**src/rtl/fp_vec_pkg.sv**
```systemverilog
// Shared types and the operand/expected table for the FP vector runner.
package fp_vec_pkg;

   typedef enum logic [1:0] {
      StIdle,
      StIssue,
      StDrain,
      StDone
   } state_e;

   typedef struct packed {
      logic [31:0] a;
      logic [31:0] b;
      logic [31:0] exp;
   } vec_t;

   // Single-precision add vectors: {a, b, a + b}.
   localparam vec_t VecTable [16] = '{
      '{a: 32'h40C99999, b: 32'h40C99999, exp: 32'h41499999},  // 6.3 + 6.3
      '{a: 32'h3F800000, b: 32'h3F800000, exp: 32'h40000000},  // 1 + 1
      '{a: 32'h3F800000, b: 32'hBF800000, exp: 32'h00000000},  // 1 - 1
      '{a: 32'h00000000, b: 32'h40490FDB, exp: 32'h40490FDB},  // 0 + pi
      '{a: 32'h40000000, b: 32'h40400000, exp: 32'h40A00000},  // 2 + 3
      '{a: 32'h3F000000, b: 32'h3F000000, exp: 32'h3F800000},  // 0.5 + 0.5
      '{a: 32'h41200000, b: 32'hC0A00000, exp: 32'h40A00000},  // 10 - 5
      '{a: 32'h40800000, b: 32'h40800000, exp: 32'h41000000},  // 4 + 4
      '{a: 32'h3F800000, b: 32'h40000000, exp: 32'h40400000},  // 1 + 2
      '{a: 32'h42C80000, b: 32'h42C80000, exp: 32'h43480000},  // 100 + 100
      '{a: 32'hBF800000, b: 32'hBF800000, exp: 32'hC0000000},  // -1 - 1
      '{a: 32'h7F800000, b: 32'h3F800000, exp: 32'h7F800000},  // inf + 1
      '{a: 32'h3E800000, b: 32'h3E800000, exp: 32'h3F000000},  // 0.25 + 0.25
      '{a: 32'h40400000, b: 32'hC0400000, exp: 32'h00000000},  // 3 - 3
      '{a: 32'h41000000, b: 32'h41000000, exp: 32'h41800000},  // 8 + 8
      '{a: 32'h44800000, b: 32'h3F800000, exp: 32'h44802000}   // 1024 + 1
   };

endpackage

```
**src/rtl/fp_valid_pipe.sv**
```systemverilog
// Depth-stage shift register carrying {valid, idx} alongside the FP core latency.
module fp_valid_pipe #(
   parameter int unsigned Depth = 7
) (
   input  logic       clk_i,
   input  logic       clr_i,
   input  logic       vld_i,
   input  logic [3:0] idx_i,
   output logic       vld_o,
   output logic [3:0] idx_o,
   output logic       pending_o
);

   logic [Depth-1:0] vld_q;
   logic [3:0]       idx_q [Depth];

   // Shift valid/index one stage per cycle; synchronous clear empties the pipe.
   always_ff @(posedge clk_i) begin
      if (clr_i) begin
         vld_q <= '0;
         for (int k = 0; k < Depth; k++) idx_q[k] <= '0;
      end else begin
         vld_q[0] <= vld_i;
         idx_q[0] <= idx_i;
         for (int k = 1; k < Depth; k++) begin
            vld_q[k] <= vld_q[k-1];
            idx_q[k] <= idx_q[k-1];
         end
      end
   end

   // Pending excludes the tail: the tail entry is being consumed this cycle.
   always_comb begin
      pending_o = 1'b0;
      for (int k = 0; k + 1 < Depth; k++) pending_o = pending_o | vld_q[k];
   end

   assign vld_o = vld_q[Depth-1];
   assign idx_o = idx_q[Depth-1];

endmodule

```
**src/rtl/fp_vector_runner.sv**
```systemverilog
// Streams the vector table into an FP core and scores the returned results.
module fp_vector_runner
   import fp_vec_pkg::*;
#(
   parameter int unsigned LATENCY     = 7,
   parameter int unsigned NUM_VECTORS = 8,
   localparam int unsigned CW         = $clog2(NUM_VECTORS + 1)
) (
   input  logic          clk,
   input  logic          reset,
   input  logic          start,
   output logic [31:0]   op_a,
   output logic [31:0]   op_b,
   input  logic [31:0]   ip_result,
   output logic          busy,
   output logic          done,
   output logic [CW-1:0] pass_count,
   output logic [CW-1:0] fail_count,
   output logic [3:0]    fail_index,
   output logic [31:0]   fail_value
);

   state_e        state_q, state_d;
   logic [3:0]    issue_idx_q, issue_idx_d;
   logic [31:0]   op_a_q, op_a_d, op_b_q, op_b_d;
   logic          op_vld_q, op_vld_d;
   logic [3:0]    op_idx_q, op_idx_d;
   logic [CW-1:0] pass_q, pass_d, fail_q, fail_d;
   logic [3:0]    fidx_q, fidx_d;
   logic [31:0]   fval_q, fval_d;
   logic          clr_cnt;
   logic          tail_vld, pending;
   logic [3:0]    tail_idx;

   // The pipe is fed from the operand register so its tail lines up with ip_result.
   fp_valid_pipe #(
      .Depth (LATENCY)
   ) u_pipe (
      .clk_i     (clk),
      .clr_i     (reset),
      .vld_i     (op_vld_q),
      .idx_i     (op_idx_q),
      .vld_o     (tail_vld),
      .idx_o     (tail_idx),
      .pending_o (pending)
   );

   // Run sequencing and operand selection.
   always_comb begin
      state_d     = state_q;
      issue_idx_d = issue_idx_q;
      op_a_d      = '0;
      op_b_d      = '0;
      op_vld_d    = 1'b0;
      op_idx_d    = '0;
      clr_cnt     = 1'b0;
      unique case (state_q)
         StIdle, StDone: begin
            if (start) begin
               state_d     = StIssue;
               issue_idx_d = '0;
               clr_cnt     = 1'b1;
            end
         end
         StIssue: begin
            op_a_d   = VecTable[issue_idx_q].a;
            op_b_d   = VecTable[issue_idx_q].b;
            op_vld_d = 1'b1;
            op_idx_d = issue_idx_q;
            if (issue_idx_q == 4'(NUM_VECTORS - 1)) state_d = StDrain;
            else issue_idx_d = issue_idx_q + 4'd1;
         end
         StDrain: begin
            if (!op_vld_q && !pending) state_d = StDone;
         end
         default: state_d = StIdle;
      endcase
   end

   // Result scoring with first-failure capture.
   always_comb begin
      pass_d = pass_q;
      fail_d = fail_q;
      fidx_d = fidx_q;
      fval_d = fval_q;
      if (clr_cnt) begin
         pass_d = '0;
         fail_d = '0;
         fidx_d = '0;
         fval_d = '0;
      end else if (tail_vld) begin
         if (ip_result == VecTable[tail_idx].exp) begin
            pass_d = pass_q + 1'b1;
         end else begin
            fail_d = fail_q + 1'b1;
            if (fail_q == '0) begin
               fidx_d = tail_idx;
               fval_d = ip_result;
            end
         end
      end
   end

   // State and output registers with synchronous reset.
   always_ff @(posedge clk) begin
      if (reset) begin
         state_q     <= StIdle;
         issue_idx_q <= '0;
         op_a_q      <= '0;
         op_b_q      <= '0;
         op_vld_q    <= 1'b0;
         op_idx_q    <= '0;
         pass_q      <= '0;
         fail_q      <= '0;
         fidx_q      <= '0;
         fval_q      <= '0;
      end else begin
         state_q     <= state_d;
         issue_idx_q <= issue_idx_d;
         op_a_q      <= op_a_d;
         op_b_q      <= op_b_d;
         op_vld_q    <= op_vld_d;
         op_idx_q    <= op_idx_d;
         pass_q      <= pass_d;
         fail_q      <= fail_d;
         fidx_q      <= fidx_d;
         fval_q      <= fval_d;
      end
   end

   assign op_a       = op_a_q;
   assign op_b       = op_b_q;
   assign busy       = (state_q == StIssue) || (state_q == StDrain);
   assign done       = (state_q == StDone);
   assign pass_count = pass_q;
   assign fail_count = fail_q;
   assign fail_index = fidx_q;
   assign fail_value = fval_q;

endmodule

```
**config.mk**
```make
export PLATFORM = sky130hd
export DESIGN_NAME = fp_vector_runner
export DESIGN_NICKNAME = d
export VERILOG_FILES = /design/src/rtl/fp_vec_pkg.sv /design/src/rtl/fp_valid_pipe.sv /design/src/rtl/fp_vector_runner.sv
export SDC_FILE = /design/constraint.sdc
export NUM_CORES = 1
export LEC_CHECK = 0
export CORE_MARGIN = 2
export CORE_UTILIZATION = 48
export CTS_CLUSTER_DIAMETER = 120
export DETAILED_ROUTE_END_ITERATION = 10
export HOLD_SLACK_MARGIN = 0.08
export PLACE_DENSITY_LB_ADDON = 0.25
export SLEW_MARGIN = 20
export SYNTH_ARGS = -nofsm -noshare
export SYNTH_HDL_FRONTEND = slang
export SYNTH_SLANG_ARGS = --single-unit
```
**constraint.sdc**
```tcl
create_clock -name clk -period 3.8 [get_ports clk]
set_input_delay 0.38 -clock clk [delete_from_list [all_inputs] [get_ports clk]]
set_output_delay 0.38 -clock clk [all_outputs]
set_load 0.02 [all_outputs]
```
==> results of run 1 <==
power breakdown:
part | internal [uW] | switching (uW) | total [uW] | leakage, uW
Clock | 401 | 410 | 812 | 0.000117
Sequential | 1220 | 49.0 | 1270 | 0.000896
Combinational | 314 | 437 | 751 | 0.00138
Total | 1940 | 897 | 2830 | 0.00239
metal layers:
layer	share of wire, %	global-route usage, %	wire length [um]
met1	44	24.14	5133
met4	1.2	5.311	139
met5	0	0	0
met2	48	33.50	5619
met3	6.3	4.722	728
final timing paths:
check,slack [ns],startpoint,end
setup / recovery,0.46,u_pipe.idx_q[1][8],fail_value[18]
hold reg to reg,0.43,u_pipe.idx_q[1][3],u_pipe.idx_q[1][7]
setup reg to reg,0.46,u_pipe.idx_q[1][8],fail_value[18]
hold / removal,0.43,u_pipe.idx_q[1][3],u_pipe.idx_q[1][7]
state kept, by name (all words and copies together) (netlist names), 7 cells and up:
register,cells
u_pipe.idx_q,28
op_a,11
u_pipe.vld_q,7
op_b,10
fail_value,32
worst max-delay path, delay by kind of cell (launching register included):
| family | cells | cell delay (ns) |
|---|---|---|
| AO/OA/AOI/OAI | 4 | 0.78 |
| buffers and inverters | 2 | 0.60 |
| AND/OR/NAND/NOR | 3 | 0.94 |
| flip-flops | 1 | 0.50 |
| adder cells (fa/ha/maj) | 1 | 0.45 |
logic make-up (layout without fill, tap and decap cells):
kind of cell	after synthesis	in the layout	share of synthesized area [%]
AND/OR/NAND/NOR	200	200	20.91
multiplexers	8	8	1.537
flip-flops	111	111	42.01
other	1	18	0.07089
buffers and inverters	98	164	10.67
adder cells (fa/ha/maj)	22	22	5.203
AO/OA/AOI/OAI	145	145	18.45
XOR/XNOR	7	7	1.159
cell usage in the layout, fill, tap and decap left out, types with 3 or more instances in the layout:
cell type and n:
a21oi_1 26, and2_1 6, or3_1 5, mux2i_1 7
o21ai_1 40, dfxtp_1 111, clkbuf_8 10, a21oi_2 36
nand2_1 25, o21ai_0 17, nor4_1 5, ha_1 22
nor3_1 6, conb_1 18, buf_4 4, nand3_1 45
nor2b_1 47, inv_1 17, xor2_1 3, nand2b_1 6
nand3b_1 3, xnor2_1 4, nor2_1 27, nand4_1 6
clkdlybuf4s50_1 126
metrics by stage:
step           total power [uW]  utilization [%]  worst slack, ns  instance area (um2)  instances
3_3_place_gp               2030            58.80           0.5656                 6346        799
3_5_place_dp               2043            58.80           0.4880                 6346        799
5_1_grt                    2982            60.99           0.2116                 6583        815
6_report                   2834            60.99           0.4609                 6583        815
2_1_floorplan              1808                -           0.8108                 5354        609
4_1_cts                    2864            60.99           0.4485                 6583        815
final cells by class:
type	count	area, um2
Inverter	17	63.81
Fill cell	938	4210
Clock buffer	10	137.6
Multi-Input combinational cell	400	2574
Tap cell	140	175.2
Timing Repair Buffer	131	1311
Clock inverter	6	98.84
Sequential cell	111	2222
==> flow_summary.yaml, run 1 <==
run_status:
  status: "complete, no violations"
detailed_routing:
  num_vias: 4257
  via_per_inst: 5.223
  ant_nets: 0
  drc: 0
  wirelength_um: 11620
  dr.first_iter.drc_count: 201
  wire_per_inst_um: 14.26
  first_pass_iters: 4
setup_path:
  path_max_fanout: 42
  critPathMaxStageDelay_ns: 0.50
  crit_type: "reg -> reg"
  start_kind: "flip-flop"
  cp-end-kind: "flip-flop"
  crit_chain: "inv_1 > ha_1 > or3_1 > or4_1 > o31a_1 > and2_4 > o41ai_4 > buf_4 > o21ai_1 > a21oi_2"
  cp.required_ns: 4.10
  cp.arrival_ns: 3.64
  slowest_stage: "dfxtp_1"
  r2r_cells: 10
global_route:
  antenna_found_initial: 0
  grt_overflow_total: 0
  grt_max_degree: 43
  grt_pass1_wl_um: 18620
  first_global_vias: 3959
  grt_usage_pct: 19.43
power_and_ir_drop:
  pwr_density_cell_nw_per_um2: 430.6
  peakVddDrop_mv: 0.3171
  leakage_uw: 0.002390
timing:
  whs_ns: 0.4338
  final-setup-viol-count: 0
  fmax_mhz: 299.5
  finalMaxSlewViolations: 0
  timing.slew.headroom_pct: 41.72
  hold_viol: 0
  min_period_ns: 3.339
  min_period_over_period_pct: 87.87
  tightest_slew_ns: 0.8729
  tns_ns: 0
  rsz0062_at_grt: "false"
  clock_skew_ns: 0.01087
floorplanning:
  start_util_pct: 49.01
  dieArea_um2: 11880
  coreArea_um2: 10790
  floorplan.die.height_um: 109.0
  fp.dieW_um: 109.0
  ios: 145
  std_cell_rows: 38
placement:
  portBuffers: 126
  place.gp.congestion: 0.8826
  hpwlAfterDp_um: 8219
clock_network:
  cts_max_path_buffers: 2
  numCtsBuffers: 9
  clock_sinks: 111
  cts_setup_buffers: 0
  htree_levels: 3
  cts-root-buf: "clkbuf_8"
  clk_latency_ns: 0.37
  cts_resized: 0
  path_clk_slew_ns: 0.11
  holdBufCountCts: 0
  cts_tree: "done"
logic_synthesis:
  ys_ff_latch: 111
  ys.flop_type: "dfxtp_1"
  synthMostInstantiatedCell: "dfxtp_1"
  synth_cell_type_count: 60
  yosys.area.top_type: "dfxtp_1"
  syn_inst: 592
  netlist_top_cells_count: "dfxtp_1 (111), nor2b_1 (47), nand3_1 (45)"
  synth_top_area_share_pct: 42.01
  async_flop_share_pct: 0
  synth_edf_count: 0
  syn_area_per_cell_um2: 8.936
  seq_area_frac_synth_pct: 42.01
  synth_area_leaders: "dfxtp_1 (42%), buf_4 (6.1%), a21oi_2 (6.0%)"
  synth-warning-count: 0
  syn-cell-area_um2: 5290
final_layout:
  drive_above_1_share_pct: 9.778
  n_antenna_cell: 0
  area_growth_pct: 24.43
  nets: 727
min_path:
  hp-class: "reg -> reg"
  holdPathStages: 1
flow_run:
  drv_cap: 0
No activity file was read; power rests on OpenSTA's default activity.
==> inputs of run 2 (changes only) <==
--- a/config.mk
+++ b/config.mk
@@ -10,7 +10,7 @@
 export CTS_CLUSTER_DIAMETER = 120
 export DETAILED_ROUTE_END_ITERATION = 10
 export HOLD_SLACK_MARGIN = 0.08
-export PLACE_DENSITY_LB_ADDON = 0.25
+export PLACE_DENSITY = 0.91
 export SLEW_MARGIN = 20
 export SYNTH_ARGS = -nofsm -noshare
 export SYNTH_HDL_FRONTEND = slang
==> flow_summary.yaml, run 2 (same netlist as run 1, synthesis figures left out) <==
floorplanning:
  coreArea_um2: 10790
  std_cell_rows: 38
  start_util_pct: 49.01
  ios: 145
  fp.dieW_um: 109.0
  floorplan.die.height_um: 109.0
  dieArea_um2: 11880
final_layout:
  area_growth_pct: 23.86
  final_cells: 816
  layout_commonest_cell: "clkdlybuf4s50_1"
  drive_above_1_share_pct: 9.763
  largest_reg_flops: 32
  nets: 728
  final_cell_mix: "clkdlybuf4s50_1 (126), dfxtp_1 (111), nor2b_1 (47), nand3_1 (45), o21ai_1 (40)"
  n_antenna_cell: 0
clock_network:
  cts_setup_buffers: 0
  numCtsBuffers: 9
  clk_latency_ns: 0.37
  holdBufCountCts: 0
  path_clk_slew_ns: 0.10
  clock_sinks: 111
  cts_tree: "done"
  cts-root-buf: "clkbuf_8"
  cts_resized: 0
  cts_max_path_buffers: 2
  htree_levels: 3
global_route:
  grt_max_degree: 37
  grt_overflow_total: 0
  grt_pass1_wl_um: 19330
  met3_usage_pct: 5.798
  antenna_found_initial: 0
  met1_usage_pct: 23.30
  use_met2_pct: 35.49
  busiest_layer: "met2"
  grt_usage_pct: 20.20
  first_global_vias: 4260
timing:
  final-setup-viol-count: 0
  hold_viol: 0
  timing.slew.headroom_pct: 43.84
  tightest_slew_ns: 0.8412
  rsz0062_at_grt: "false"
  fmax_mhz: 302.1
  finalMaxSlewViolations: 0
  min_period_over_period_pct: 87.12
  min_period_ns: 3.311
  clock_skew_ns: 0.01334
  tns_ns: 0
setup_path:
  r2r_start: "u_pipe.idx_q[1][8]"
  start_kind: "flip-flop"
  cp.required_ns: 4.04
  crit_start: "u_pipe.idx_q[1][8]"
  cp-end-kind: "flip-flop"
  crit_type: "reg -> reg"
  cp.arrival_ns: 3.55
  path_max_fanout: 30
placement:
  hpwlAfterDp_um: 8914
  dp_cells: 800
  place.gp.congestion: 0.8807
  portBuffers: 126
power_and_ir_drop:
  pwr_density_cell_nw_per_um2: 423.9
  leakage_uw: 0.002383
  peakVddDrop_mv: 0.3775
  finalPower_uw: 2777
flow_run:
  drv_cap: 0
detailed_routing:
  first_pass_iters: 5
  wirelength_um: 12280
  num_vias: 4428
  drc: 0
  via_per_inst: 5.426
  wire_per_inst_um: 15.05
  dr.first_iter.drc_count: 246
  ant_nets: 0
run_status:
  status: "complete, no violations"
min_path:
  hp-start: "u_pipe.idx_q[0][14]"
  hp-class: "reg -> reg"
==> run 2: changes by cell type in the layout (fill, tap and decap cells not counted), sizes merged <==
cell | previous run | this run
buf | 5 | 6
bufinv | 2 | 1
clkbuf | 10 | 11
clkinvlp | 1 | 0
inv | 20 | 21
==> run 2: metal layers <==
layer	part of all wire, %	routed length (um)
met5	0	0
met4	2.5	312
met3	8.6	1062
met2	48	5934
met1	40	4970
==> run 2: worst paths after layout <==
check | slack, ns | cells after the start | to
max | 0.49 | 10 | fail_index[1]
min | 0.44 | 1 | u_pipe.idx_q[1][2]
max reg2reg | 0.49 | 10 | fail_index[1]
min reg2reg | 0.44 | 1 | u_pipe.idx_q[1][2]
==> run 2: final cells by class <==
class | instances | area [um2]
well taps | 140 | 175.2
clock buffers | 11 | 141.4
inverters | 17 | 63.81
multi-input cells | 400 | 2574
fillers | 905 | 4240
repair buffers | 132 | 1306
clock inverters | 5 | 70.07
flip-flops and latches | 111 | 2222
==> run 2: per-stage QoR <==
step                      utilization [%]  instance area, um2  hold WS, ns  worst slack, ns
after CTS                           60.71                6553       0.4485           0.4898
final                               60.71                6553       0.4446           0.4893
after global placement              58.75                6341       0.4151           0.5717
after global routing                60.71                6553       0.4656           0.3175
after floorplan                         -                5354       0.4138           0.8108
after detailed placement            58.75                6341       0.4239           0.5157
==> run 2: report_power, final <==
group          internal [uW]  leakage (uW)  total (uW)  switching [uW]
sequential              1220      0.000896        1270            49.6
combinational            314       0.00138         758             444
clock                    338      0.000108         748             410
==> run 2: critical path: stages (launching register included) <==
cell and delay (ns):
dfxtp_1 0.49, inv_1 0.15, ha_1 0.45, or3_1 0.37, or4_1 0.40, o31a_1 0.14, and2_4 0.16, o41a_1 0.52
buf_4 0.29, nand3_1 0.16, a21oi_2 0.06
